## src/rtl/mips_mc_pkg.sv

```systemverilog
// -----------------------------------------------------------------------------
// mips_mc_pkg
// Shared definitions for the second-generation multi-cycle MIPS control unit:
//   - opcode and Funct field constants
//   - ALU_Control codes and datapath mux-select codes
//   - ALU operation classes handed to the ALU decoder
//   - controller state enum
//   - decode_target(): DECODE-state dispatch on the opcode
// -----------------------------------------------------------------------------
package mips_mc_pkg;

    // Opcodes (instruction [31:26])
    localparam logic [5:0] OP_RTYPE = 6'h00;
    localparam logic [5:0] OP_LW    = 6'h23;
    localparam logic [5:0] OP_SW    = 6'h2B;
    localparam logic [5:0] OP_BEQ   = 6'h04;
    localparam logic [5:0] OP_BNE   = 6'h05;
    localparam logic [5:0] OP_ADDI  = 6'h08;
    localparam logic [5:0] OP_ANDI  = 6'h0C;
    localparam logic [5:0] OP_ORI   = 6'h0D;
    localparam logic [5:0] OP_J     = 6'h02;
    localparam logic [5:0] OP_JAL   = 6'h03;

    // Funct field (instruction [5:0]) for R-type
    localparam logic [5:0] FN_ADD = 6'h20;
    localparam logic [5:0] FN_SUB = 6'h22;
    localparam logic [5:0] FN_AND = 6'h24;
    localparam logic [5:0] FN_OR  = 6'h25;
    localparam logic [5:0] FN_SLT = 6'h2A;
    localparam logic [5:0] FN_JR  = 6'h08;

    // ALU_Control codes
    localparam logic [2:0] ALU_ADD = 3'b010;
    localparam logic [2:0] ALU_SUB = 3'b110;
    localparam logic [2:0] ALU_AND = 3'b000;
    localparam logic [2:0] ALU_OR  = 3'b001;
    localparam logic [2:0] ALU_SLT = 3'b111;

    // Mux-select codes
    localparam logic [1:0] REG_DST_RT = 2'b00;
    localparam logic [1:0] REG_DST_RD = 2'b01;
    localparam logic [1:0] REG_DST_RA = 2'b10;

    localparam logic [1:0] M2R_ALUOUT = 2'b00;
    localparam logic [1:0] M2R_DATA   = 2'b01;
    localparam logic [1:0] M2R_PC     = 2'b10;

    localparam logic SRCA_PC = 1'b0;
    localparam logic SRCA_A  = 1'b1;

    localparam logic [1:0] SRCB_B       = 2'b00;
    localparam logic [1:0] SRCB_FOUR    = 2'b01;
    localparam logic [1:0] SRCB_IMM     = 2'b10;
    localparam logic [1:0] SRCB_IMM_SH2 = 2'b11;

    localparam logic EXT_SIGN = 1'b0;
    localparam logic EXT_ZERO = 1'b1;

    localparam logic [1:0] PCSRC_ALU    = 2'b00;
    localparam logic [1:0] PCSRC_ALUOUT = 2'b01;
    localparam logic [1:0] PCSRC_JUMP   = 2'b10;
    localparam logic [1:0] PCSRC_REG    = 2'b11;

    // ALU operation class chosen by the controller, refined by the decoder
    typedef enum logic [2:0] {
        ALUOP_ADD   = 3'd0,
        ALUOP_SUB   = 3'd1,
        ALUOP_AND   = 3'd2,
        ALUOP_OR    = 3'd3,
        ALUOP_FUNCT = 3'd4
    } alu_op_t;

    typedef enum logic [3:0] {
        S_FETCH   = 4'd0,
        S_DECODE  = 4'd1,
        S_MEM_ADR = 4'd2,
        S_MEM_RD  = 4'd3,
        S_MEM_WB  = 4'd4,
        S_MEM_WR  = 4'd5,
        S_EXEC    = 4'd6,
        S_ALU_WB  = 4'd7,
        S_IEXEC   = 4'd8,
        S_IWB     = 4'd9,
        S_BRANCH  = 4'd10,
        S_JUMP    = 4'd11,
        S_JAL     = 4'd12,
        S_JR      = 4'd13,
        S_TRAP    = 4'd14
    } state_t;

    // Successor of DECODE. An R-type whose Funct the ALU decoder does not
    // recognise is treated exactly like an unknown opcode.
    function automatic state_t decode_target(input logic [5:0] op,
                                             input logic [5:0] funct,
                                             input logic       funct_legal);
        state_t nxt;
        case (op)
            OP_LW, OP_SW:             nxt = S_MEM_ADR;
            OP_RTYPE: begin
                if (!funct_legal)       nxt = S_TRAP;
                else if (funct == FN_JR) nxt = S_JR;
                else                    nxt = S_EXEC;
            end
            OP_BEQ, OP_BNE:           nxt = S_BRANCH;
            OP_ADDI, OP_ANDI, OP_ORI: nxt = S_IEXEC;
            OP_J:                     nxt = S_JUMP;
            OP_JAL:                   nxt = S_JAL;
            default:                  nxt = S_TRAP;
        endcase
        return nxt;
    endfunction

endpackage

```

## src/rtl/mips_mc_control_v2_if.sv

```systemverilog
// -----------------------------------------------------------------------------
// mips_mc_control_v2_if
// Control/datapath bundle for the multi-cycle MIPS controller.
//   Decode inputs : Op, Funct, Zero, Mem_Ready      (datapath -> control)
//   Strobes/selects: Mem_Req .. PC_Src, Instr_Done,
//                    Trap, Retired                  (control -> datapath)
// Modports: master = control unit, slave = datapath / memory side.
// Handshake: Mem_Req is held high for every cycle of a memory state; the
// access completes on the first cycle in which Mem_Ready is sampled high
// while Mem_Req is high. Mem_Ready outside a memory state has no effect.
// -----------------------------------------------------------------------------
interface mips_mc_control_v2_if #(
    parameter int RETIRE_W   = 16,
    parameter int ALU_CTRL_W = 3
);
    logic [5:0]            Op;
    logic [5:0]            Funct;
    logic                  Zero;
    logic                  Mem_Ready;

    logic                  Mem_Req;
    logic                  PC_En;
    logic                  I_or_D;
    logic                  Mem_Write;
    logic                  IR_Write;
    logic [1:0]            Reg_Dst;
    logic [1:0]            Mem_to_Reg;
    logic                  Reg_Write;
    logic                  ALU_Src_A;
    logic [1:0]            ALU_Src_B;
    logic                  Ext_Sel;
    logic [ALU_CTRL_W-1:0] ALU_Control;
    logic [1:0]            PC_Src;
    logic                  Instr_Done;
    logic                  Trap;
    logic [RETIRE_W-1:0]   Retired;

    modport master (
        input  Op, Funct, Zero, Mem_Ready,
        output Mem_Req, PC_En, I_or_D, Mem_Write, IR_Write, Reg_Dst,
               Mem_to_Reg, Reg_Write, ALU_Src_A, ALU_Src_B, Ext_Sel,
               ALU_Control, PC_Src, Instr_Done, Trap, Retired
    );

    modport slave (
        output Op, Funct, Zero, Mem_Ready,
        input  Mem_Req, PC_En, I_or_D, Mem_Write, IR_Write, Reg_Dst,
               Mem_to_Reg, Reg_Write, ALU_Src_A, ALU_Src_B, Ext_Sel,
               ALU_Control, PC_Src, Instr_Done, Trap, Retired
    );
endinterface

```

## src/rtl/mips_mc_alu_decoder.sv

```systemverilog
// -----------------------------------------------------------------------------
// mips_mc_alu_decoder
// Purely combinational ALU-control decode.
//   funct       in  Funct field of the instruction
//   alu_op      in  operation class requested by the controller
//   alu_control out ALU_Control code (Funct table used for ALUOP_FUNCT)
//   legal       out 1 when funct names a supported R-type operation
//                   (add, sub, and, or, slt, jr); independent of alu_op so
//                   the controller can use it for DECODE dispatch.
// -----------------------------------------------------------------------------
module mips_mc_alu_decoder
    import mips_mc_pkg::*;
#(
    parameter int ALU_CTRL_W = 3
) (
    input  logic [5:0]            funct,
    input  alu_op_t               alu_op,
    output logic [ALU_CTRL_W-1:0] alu_control,
    output logic                  legal
);
    logic [2:0] fn_code;
    logic [2:0] code;

    always_comb begin
        fn_code = ALU_ADD;
        legal   = 1'b1;
        case (funct)
            FN_ADD:  fn_code = ALU_ADD;
            FN_SUB:  fn_code = ALU_SUB;
            FN_AND:  fn_code = ALU_AND;
            FN_OR:   fn_code = ALU_OR;
            FN_SLT:  fn_code = ALU_SLT;
            FN_JR:   fn_code = ALU_ADD;
            default: legal   = 1'b0;
        endcase
    end

    always_comb begin
        code = ALU_ADD;
        case (alu_op)
            ALUOP_ADD:   code = ALU_ADD;
            ALUOP_SUB:   code = ALU_SUB;
            ALUOP_AND:   code = ALU_AND;
            ALUOP_OR:    code = ALU_OR;
            ALUOP_FUNCT: code = fn_code;
            default:     code = ALU_ADD;
        endcase
    end

    assign alu_control = ALU_CTRL_W'(code);
endmodule

```

## src/rtl/mips_mc_control_v2.sv

```systemverilog
// -----------------------------------------------------------------------------
// mips_mc_control_v2
// Multi-cycle MIPS control unit with memory wait states, illegal-opcode trap
// and retired-instruction counter.
//   clk       in  system clock
//   reset     in  asynchronous active-low reset
//   bus       master side of mips_mc_control_v2_if (decode fields in,
//             datapath strobes / selects, Trap and Retired out)
//   state_dbg out current controller state
// Outputs are decoded from the current state (Moore). The only input-dependent
// outputs are IR_Write/PC_En in FETCH and Instr_Done in MEM_WR (gated by the
// effective Mem_Ready) and PC_En in BRANCH (Zero). While reset is low every
// strobe and select is forced to 0.
// -----------------------------------------------------------------------------
module mips_mc_control_v2
    import mips_mc_pkg::*;
#(
    parameter bit MEM_WAIT_EN = 1'b1,
    parameter int RETIRE_W    = 16,
    parameter int ALU_CTRL_W  = 3
) (
    input  logic                  clk,
    input  logic                  reset,
    mips_mc_control_v2_if.master  bus,
    output state_t                state_dbg
);
    state_t                state;
    state_t                state_next;
    logic                  trap_q;
    logic [RETIRE_W-1:0]   retired_q;
    logic                  mem_rdy;

    alu_op_t               alu_op;
    logic [ALU_CTRL_W-1:0] alu_control;
    logic                  funct_legal;

    logic       mem_req_c, pc_en_c, i_or_d_c, mem_write_c, ir_write_c;
    logic [1:0] reg_dst_c, mem_to_reg_c, alu_src_b_c, pc_src_c;
    logic       reg_write_c, alu_src_a_c, ext_sel_c, done_c;

    // With wait states disabled every memory state completes in one cycle.
    assign mem_rdy = MEM_WAIT_EN ? bus.Mem_Ready : 1'b1;

    mips_mc_alu_decoder #(
        .ALU_CTRL_W (ALU_CTRL_W)
    ) u_alu_dec (
        .funct       (bus.Funct),
        .alu_op      (alu_op),
        .alu_control (alu_control),
        .legal       (funct_legal)
    );

    // ALU operation class per state
    always_comb begin
        alu_op = ALUOP_ADD;
        case (state)
            S_EXEC:   alu_op = ALUOP_FUNCT;
            S_BRANCH: alu_op = ALUOP_SUB;
            S_IEXEC: begin
                if (bus.Op == OP_ANDI)     alu_op = ALUOP_AND;
                else if (bus.Op == OP_ORI) alu_op = ALUOP_OR;
                else                       alu_op = ALUOP_ADD;
            end
            default:  alu_op = ALUOP_ADD;
        endcase
    end

    // Next-state logic
    always_comb begin
        state_next = state;
        case (state)
            S_FETCH:   if (mem_rdy) state_next = S_DECODE;
            S_DECODE:  state_next = decode_target(bus.Op, bus.Funct, funct_legal);
            S_MEM_ADR: state_next = (bus.Op == OP_LW) ? S_MEM_RD : S_MEM_WR;
            S_MEM_RD:  if (mem_rdy) state_next = S_MEM_WB;
            S_MEM_WR:  if (mem_rdy) state_next = S_FETCH;
            S_EXEC:    state_next = S_ALU_WB;
            S_IEXEC:   state_next = S_IWB;
            S_MEM_WB, S_ALU_WB, S_IWB, S_BRANCH, S_JUMP, S_JAL, S_JR:
                       state_next = S_FETCH;
            S_TRAP:    state_next = S_TRAP;
            default:   state_next = S_FETCH;
        endcase
    end

    // State, sticky trap flag and retired counter. Trap rises together with
    // entry into TRAP and only reset clears it.
    always_ff @(posedge clk or negedge reset) begin
        if (!reset) begin
            state     <= S_FETCH;
            trap_q    <= 1'b0;
            retired_q <= '0;
        end else begin
            state <= state_next;
            if (state_next == S_TRAP) trap_q <= 1'b1;
            if (done_c) retired_q <= retired_q + 1'b1;
        end
    end

    // Per-state strobe and select decode
    always_comb begin
        mem_req_c    = 1'b0;
        pc_en_c      = 1'b0;
        i_or_d_c     = 1'b0;
        mem_write_c  = 1'b0;
        ir_write_c   = 1'b0;
        reg_dst_c    = REG_DST_RT;
        mem_to_reg_c = M2R_ALUOUT;
        reg_write_c  = 1'b0;
        alu_src_a_c  = SRCA_PC;
        alu_src_b_c  = SRCB_B;
        ext_sel_c    = EXT_SIGN;
        pc_src_c     = PCSRC_ALU;
        done_c       = 1'b0;
        case (state)
            S_FETCH: begin
                mem_req_c   = 1'b1;
                alu_src_b_c = SRCB_FOUR;
                // IR and PC load only on the cycle the fetch completes
                ir_write_c  = mem_rdy;
                pc_en_c     = mem_rdy;
            end
            S_DECODE: alu_src_b_c = SRCB_IMM_SH2;
            S_MEM_ADR: begin
                alu_src_a_c = SRCA_A;
                alu_src_b_c = SRCB_IMM;
            end
            S_MEM_RD: begin
                mem_req_c = 1'b1;
                i_or_d_c  = 1'b1;
            end
            S_MEM_WB: begin
                mem_to_reg_c = M2R_DATA;
                reg_write_c  = 1'b1;
                done_c       = 1'b1;
            end
            S_MEM_WR: begin
                // Mem_Write is held for the whole state; memory commits on
                // the Mem_Ready cycle, which is also the retire cycle.
                mem_req_c   = 1'b1;
                i_or_d_c    = 1'b1;
                mem_write_c = 1'b1;
                done_c      = mem_rdy;
            end
            S_EXEC: alu_src_a_c = SRCA_A;
            S_ALU_WB: begin
                reg_dst_c   = REG_DST_RD;
                reg_write_c = 1'b1;
                done_c      = 1'b1;
            end
            S_IEXEC: begin
                alu_src_a_c = SRCA_A;
                alu_src_b_c = SRCB_IMM;
                ext_sel_c   = (bus.Op == OP_ANDI || bus.Op == OP_ORI) ? EXT_ZERO : EXT_SIGN;
            end
            S_IWB: begin
                reg_write_c = 1'b1;
                done_c      = 1'b1;
            end
            S_BRANCH: begin
                alu_src_a_c = SRCA_A;
                pc_src_c    = PCSRC_ALUOUT;
                pc_en_c     = (bus.Op == OP_BNE) ? ~bus.Zero : bus.Zero;
                done_c      = 1'b1;
            end
            S_JUMP: begin
                pc_src_c = PCSRC_JUMP;
                pc_en_c  = 1'b1;
                done_c   = 1'b1;
            end
            S_JAL: begin
                // PC already holds PC+4 from FETCH; that is the link value
                pc_src_c     = PCSRC_JUMP;
                pc_en_c      = 1'b1;
                reg_dst_c    = REG_DST_RA;
                mem_to_reg_c = M2R_PC;
                reg_write_c  = 1'b1;
                done_c       = 1'b1;
            end
            S_JR: begin
                pc_src_c = PCSRC_REG;
                pc_en_c  = 1'b1;
                done_c   = 1'b1;
            end
            default: ;
        endcase
    end

    // Drive the bus; everything is held at 0 while reset is asserted.
    always_comb begin
        if (!reset) begin
            bus.Mem_Req     = 1'b0;
            bus.PC_En       = 1'b0;
            bus.I_or_D      = 1'b0;
            bus.Mem_Write   = 1'b0;
            bus.IR_Write    = 1'b0;
            bus.Reg_Dst     = 2'b00;
            bus.Mem_to_Reg  = 2'b00;
            bus.Reg_Write   = 1'b0;
            bus.ALU_Src_A   = 1'b0;
            bus.ALU_Src_B   = 2'b00;
            bus.Ext_Sel     = 1'b0;
            bus.ALU_Control = '0;
            bus.PC_Src      = 2'b00;
            bus.Instr_Done  = 1'b0;
        end else begin
            bus.Mem_Req     = mem_req_c;
            bus.PC_En       = pc_en_c;
            bus.I_or_D      = i_or_d_c;
            bus.Mem_Write   = mem_write_c;
            bus.IR_Write    = ir_write_c;
            bus.Reg_Dst     = reg_dst_c;
            bus.Mem_to_Reg  = mem_to_reg_c;
            bus.Reg_Write   = reg_write_c;
            bus.ALU_Src_A   = alu_src_a_c;
            bus.ALU_Src_B   = alu_src_b_c;
            bus.Ext_Sel     = ext_sel_c;
            bus.ALU_Control = alu_control;
            bus.PC_Src      = pc_src_c;
            bus.Instr_Done  = done_c;
        end
    end

    assign bus.Trap    = trap_q;
    assign bus.Retired = retired_q;
    assign state_dbg   = state;
endmodule

```

## src/flat_wrapper.sv

```systemverilog
// flat-port wrapper written by rule: the top's interface ports become plain ports
module mips_mc_control_v2_flat import mips_mc_pkg::*;
#(
    parameter bit MEM_WAIT_EN = 1'b1,
    parameter int RETIRE_W    = 16,
    parameter int ALU_CTRL_W  = 3
)
  (clk, reset, state_dbg, bus_Op, bus_Funct, bus_Zero, bus_Mem_Ready, bus_Mem_Req, bus_PC_En, bus_I_or_D, bus_Mem_Write, bus_IR_Write, bus_Reg_Dst, bus_Mem_to_Reg, bus_Reg_Write, bus_ALU_Src_A, bus_ALU_Src_B, bus_Ext_Sel, bus_ALU_Control, bus_PC_Src, bus_Instr_Done, bus_Trap, bus_Retired);
  mips_mc_control_v2_if #(.RETIRE_W(RETIRE_W), .ALU_CTRL_W(ALU_CTRL_W)) bus_i ();
  input  logic clk;
  input  logic reset;
  output state_t state_dbg;
  input wire logic [$bits(bus_i.Op)-1:0] bus_Op;
  input wire logic [$bits(bus_i.Funct)-1:0] bus_Funct;
  input wire logic [$bits(bus_i.Zero)-1:0] bus_Zero;
  input wire logic [$bits(bus_i.Mem_Ready)-1:0] bus_Mem_Ready;
  output wire logic [$bits(bus_i.Mem_Req)-1:0] bus_Mem_Req;
  output wire logic [$bits(bus_i.PC_En)-1:0] bus_PC_En;
  output wire logic [$bits(bus_i.I_or_D)-1:0] bus_I_or_D;
  output wire logic [$bits(bus_i.Mem_Write)-1:0] bus_Mem_Write;
  output wire logic [$bits(bus_i.IR_Write)-1:0] bus_IR_Write;
  output wire logic [$bits(bus_i.Reg_Dst)-1:0] bus_Reg_Dst;
  output wire logic [$bits(bus_i.Mem_to_Reg)-1:0] bus_Mem_to_Reg;
  output wire logic [$bits(bus_i.Reg_Write)-1:0] bus_Reg_Write;
  output wire logic [$bits(bus_i.ALU_Src_A)-1:0] bus_ALU_Src_A;
  output wire logic [$bits(bus_i.ALU_Src_B)-1:0] bus_ALU_Src_B;
  output wire logic [$bits(bus_i.Ext_Sel)-1:0] bus_Ext_Sel;
  output wire logic [$bits(bus_i.ALU_Control)-1:0] bus_ALU_Control;
  output wire logic [$bits(bus_i.PC_Src)-1:0] bus_PC_Src;
  output wire logic [$bits(bus_i.Instr_Done)-1:0] bus_Instr_Done;
  output wire logic [$bits(bus_i.Trap)-1:0] bus_Trap;
  output wire logic [$bits(bus_i.Retired)-1:0] bus_Retired;
  assign bus_i.Op = bus_Op;
  assign bus_i.Funct = bus_Funct;
  assign bus_i.Zero = bus_Zero;
  assign bus_i.Mem_Ready = bus_Mem_Ready;
  assign bus_Mem_Req = bus_i.Mem_Req;
  assign bus_PC_En = bus_i.PC_En;
  assign bus_I_or_D = bus_i.I_or_D;
  assign bus_Mem_Write = bus_i.Mem_Write;
  assign bus_IR_Write = bus_i.IR_Write;
  assign bus_Reg_Dst = bus_i.Reg_Dst;
  assign bus_Mem_to_Reg = bus_i.Mem_to_Reg;
  assign bus_Reg_Write = bus_i.Reg_Write;
  assign bus_ALU_Src_A = bus_i.ALU_Src_A;
  assign bus_ALU_Src_B = bus_i.ALU_Src_B;
  assign bus_Ext_Sel = bus_i.Ext_Sel;
  assign bus_ALU_Control = bus_i.ALU_Control;
  assign bus_PC_Src = bus_i.PC_Src;
  assign bus_Instr_Done = bus_i.Instr_Done;
  assign bus_Trap = bus_i.Trap;
  assign bus_Retired = bus_i.Retired;
  mips_mc_control_v2 #(.MEM_WAIT_EN(MEM_WAIT_EN), .RETIRE_W(RETIRE_W), .ALU_CTRL_W(ALU_CTRL_W)) u_core (.clk(clk), .reset(reset), .bus(bus_i), .state_dbg(state_dbg));
endmodule
```

## config.mk

```make
export PLATFORM = sky130hd
export DESIGN_NAME = mips_mc_control_v2_flat
export DESIGN_NICKNAME = d
export VERILOG_FILES = /design/src/rtl/mips_mc_pkg.sv /design/src/rtl/mips_mc_control_v2_if.sv /design/src/rtl/mips_mc_alu_decoder.sv /design/src/rtl/mips_mc_control_v2.sv /design/src/flat_wrapper.sv
export SDC_FILE = /design/constraint.sdc
export NUM_CORES = 1
export LEC_CHECK = 0
export ABC_CLOCK_PERIOD_IN_PS = 2000
export BUFFER_PORTS_ARGS = -buffer_cell sky130_fd_sc_hd__buf_2
export CORE_MARGIN = 2
export CORE_UTILIZATION = 50
export DETAILED_ROUTE_END_ITERATION = 10
export PLACE_DENSITY_LB_ADDON = 0.12
export SLEW_MARGIN = 20
export SYNTH_ARGS = -nofsm -noshare
export SYNTH_HDL_FRONTEND = slang
export SYNTH_SLANG_ARGS = --single-unit
```

## constraint.sdc

```tcl
create_clock -name clk -period 2 [get_ports clk]
set_clock_uncertainty 0.15 [all_clocks]
set_input_delay 0.4 -clock clk [delete_from_list [all_inputs] [get_ports clk]]
set_output_delay 0.4 -clock clk [all_outputs]
set_load 0.01 [all_outputs]
```

==> run_results.csv <==
group,metric,value,unit
outcome,run_status,"finished with violations",
outcome,failed_checks,"setup timing",
power,switching_power,1.17,mW
power,sw_frac_of_total,44.0,%
worst_setup_path,endpoint_kind,"output pin",
timing,timing.final.ws_setup,-0.192,ns
synthesis,synth_seq_area_share,32.8,%
worst_setup_path,crit_required,1.45,ns
power,p_seq_share,26.1,%
finish,fillers,238,
synthesis,synth_seq_cells,21,
synthesis,synth_most_common_cell,"dfrtp_1",
floorplan,io-pin-count,57,
worst_setup_path,critPathMaxFanout,8,
worst_setup_path,startpoint_type,"register",
timing,fmax,456,MHz
detailed_routing,avgRoutedWirePerCell,15.1,um
detailed_routing,drc_errors,0,
placement,postPlaceCellArea,0.00204,mm^2
placement,placed_cells,296,
finish,nets,285,
floorplan,dieArea,0.00367,mm^2
synthesis,ys_async_sr_fraction,100,%
power,power_density,1160,mW/mm^2
finish,final_layout_size_suffix_gt1_share,46.8,%
finish,syn2layout_area_growth,42.7,%
finish,final_cell_area,0.00229,mm^2
finish,antenna_cells,0,
global_route,antenna_found_initial,0,
floorplan,core_area,0.00305,mm^2
clock_tree,cts_tree,"yes",
worst_setup_path,rr_worst_depth,8,
timing,setup_viol,17,
global_route,grt_pass1_vias,1602,
synthesis,synthDistinctLibCells,49,
clock_tree,clkSinkCount,21,
finish,fin_cells,311,
floorplan,start_util,52.5,%
placement,gp_congestion,0.871,
clock_tree,clock_latency,0.30,ns
placement,dp_worst_setup_slack,0.00154,ns
synthesis,ys_top_cells_by_area,"dfrtp_1 33%, xnor2_1 7.7%, nor2_1 4.5%",
global_route,grt_overflow,0,
synthesis,synth_edf_count,0,
synthesis,ys_top_cells_by_count,"21 x dfrtp_1, 19 x nor2_1, 14 x xnor2_1",
global_route,grt_max_degree,16,
global_route,grt_usage,24.4,%
timing,drv_slew,0,
worst_setup_path,critPathArrivalTime,1.64,ns
placement,dp_hpwl,3310,um
finish,final_core_util,74.9,%
synthesis,yosysTopAreaCell,"dfrtp_1",
clock_tree,clkTransAtPathRegs,0.10,ns
floorplan,die_w,60.6,um
timing,rsz0062_at_grt,"yes",
timing,setup-tns-final,-1.96,ns
detailed_routing,drt_iter0_drc,77,
synthesis,syn_area,0.00160,mm^2
power,peakVddDrop,692,uV
clock_tree,root_buffer,"clkbuf_4",
placement,portBuffers,56,
synthesis,synth-main-ff-cell,"dfrtp_1",
synthesis,synth_top_area_share,32.8,%
power,internal_power,1.49,mW
timing,finalCritPeriodShare,110,%
detailed_routing,vias_per_cell,5.80,
clock_tree,cts_buffer_depth,2,
synthesis,synth_fp_nets,202,
floorplan,die_h,60.6,um
timing,tightest_slew,0.356,ns
detailed_routing,route.vias.total,1803,
detailed_routing,wirelength,4680,um
clock_tree,cts_buffers,3,
synthesis,synth_cells,185,
power,p_clk_share,7.5,%
detailed_routing,first_pass_iters,4,
floorplan,rows,20,
synthesis,synth_warnings,0,
timing,hold_viol,0,
synthesis,avgSynthCellArea,8.66,um^2
timing,maxSlewHeadroom,76.2,%
worst_setup_path,path_class,"register to output pin",
timing,period_needed,2.19,ns
detailed_routing,antenna_left,0,
power,p_comb_share,66.4,%
global_route,grt_pass1_wl,6810,um
flow_run,drv_cap,0,
clock_tree,htreeDepth,1,
power,p_leak,1.09,nW
hold_path,hp-class,"primary input to async pin",
power groups by stage:
stage                     logic [mW]  registers [mW]  clock network, mW
after floorplan                0.849           0.682                  0
after global placement          1.33           0.698                  0
after detailed placement        1.37           0.699                  0
after CTS                       1.50           0.695              0.204
after global routing            1.89           0.715              0.218
final                           1.76           0.692              0.199
cell usage in the layout (no fill, tap or decap), types with 4 or more instances in the layout:
cell / synthesis / layout
nor3_1: 6 / 4
dfrtp_1: 21 / 17
nand4_1: 6 / 6
nand3_1: 9 / 9
xnor2_1: 14 / 13
nor2b_1: 7 / 6
nand2_1: 13 / 11
buf_6: 2 / 8
buf_4: 0 / 26
and3_1: 10 / 10
buf_2: 8 / 55
dfrtp_2: 0 / 4
nor2_1: 19 / 14
final timing paths:
path | start | end | slack [ns]
max reg2reg | u_core.state_dbg[0] | u_core.bus.Trap | 0.13
max in group asynchronous | reset | u_core.state_dbg[0] | 0.90
min in group clk | u_core.bus.Retired[15] | u_core.bus.Retired[15] | 0.32
max | u_core.state_dbg[2] | bus_Reg_Write | -0.19
min reg2reg | u_core.bus.Retired[15] | u_core.bus.Retired[15] | 0.32
min | reset | u_core.state_dbg[3] | 0.09
flip-flops by register name (all words and copies together) (netlist names):
signal	count
u_core.bus.Trap	1
u_core.bus.Retired	16
u_core.state_dbg	4
critical path, stage by stage (launching register included):
cell and delay (ns):
dfrtp_2 0.50, nor2b_1 0.34, a21oi_1 0.09, o32a_1 0.19, nor2_1 0.09, buf_2 0.13
what timing repair did:
item                       in CTS  in global routing
pin swaps                       3                  6
resized for setup              21                 21
setup endpoints to repair      20                 21
hold buffers                    1                  0
hold endpoints to repair        6                  0
buffers inserted                4                  6
logic make-up after synthesis:
| kind of cell | Yosys count | share of synthesized area (%) |
|---|---|---|
| AO/OA/AOI/OAI | 30 | 13.8 |
| multiplexers | 4 | 2.73 |
| flip-flops | 21 | 32.8 |
| buffers and inverters | 15 | 5.16 |
| adder cells (fa/ha/maj) | 1 | 0.781 |
| AND/OR/NAND/NOR | 96 | 34.5 |
| XOR/XNOR | 18 | 10.3 |
per-stage QoR:
step	power, mW	hold WS (ns)
after global routing	2.82	0.117
final	2.65	0.0862
after global placement	2.03	0.201
after floorplan	1.53	-0.0456
after detailed placement	2.07	0.205
after CTS	2.40	0.0799
layer usage:
| layer | vias up | global-route usage (%) | part of all wire (%) |
|---|---|---|---|
| met5 | - | 0 | 0 |
| met4 | 0 | 11.5 | 3.4 |
| met3 | 16 | 2.99 | 5.3 |
| met2 | 74 | 45.2 | 52 |
| met1 | 868 | 27.6 | 39 |
| li1 | 845 | - | - |
layout make-up:
cell class	count	area, um^2	share of cell area [%]
multi-input cells	149	1090	47.8
flip-flops and latches	21	531	23.2
well taps	44	55.1	2.41
repair buffers	91	574	25.1
clock buffers	4	26.3	1.15
inverters	2	7.51	0.328
Note: power is estimated with default switching activity, not from simulation.
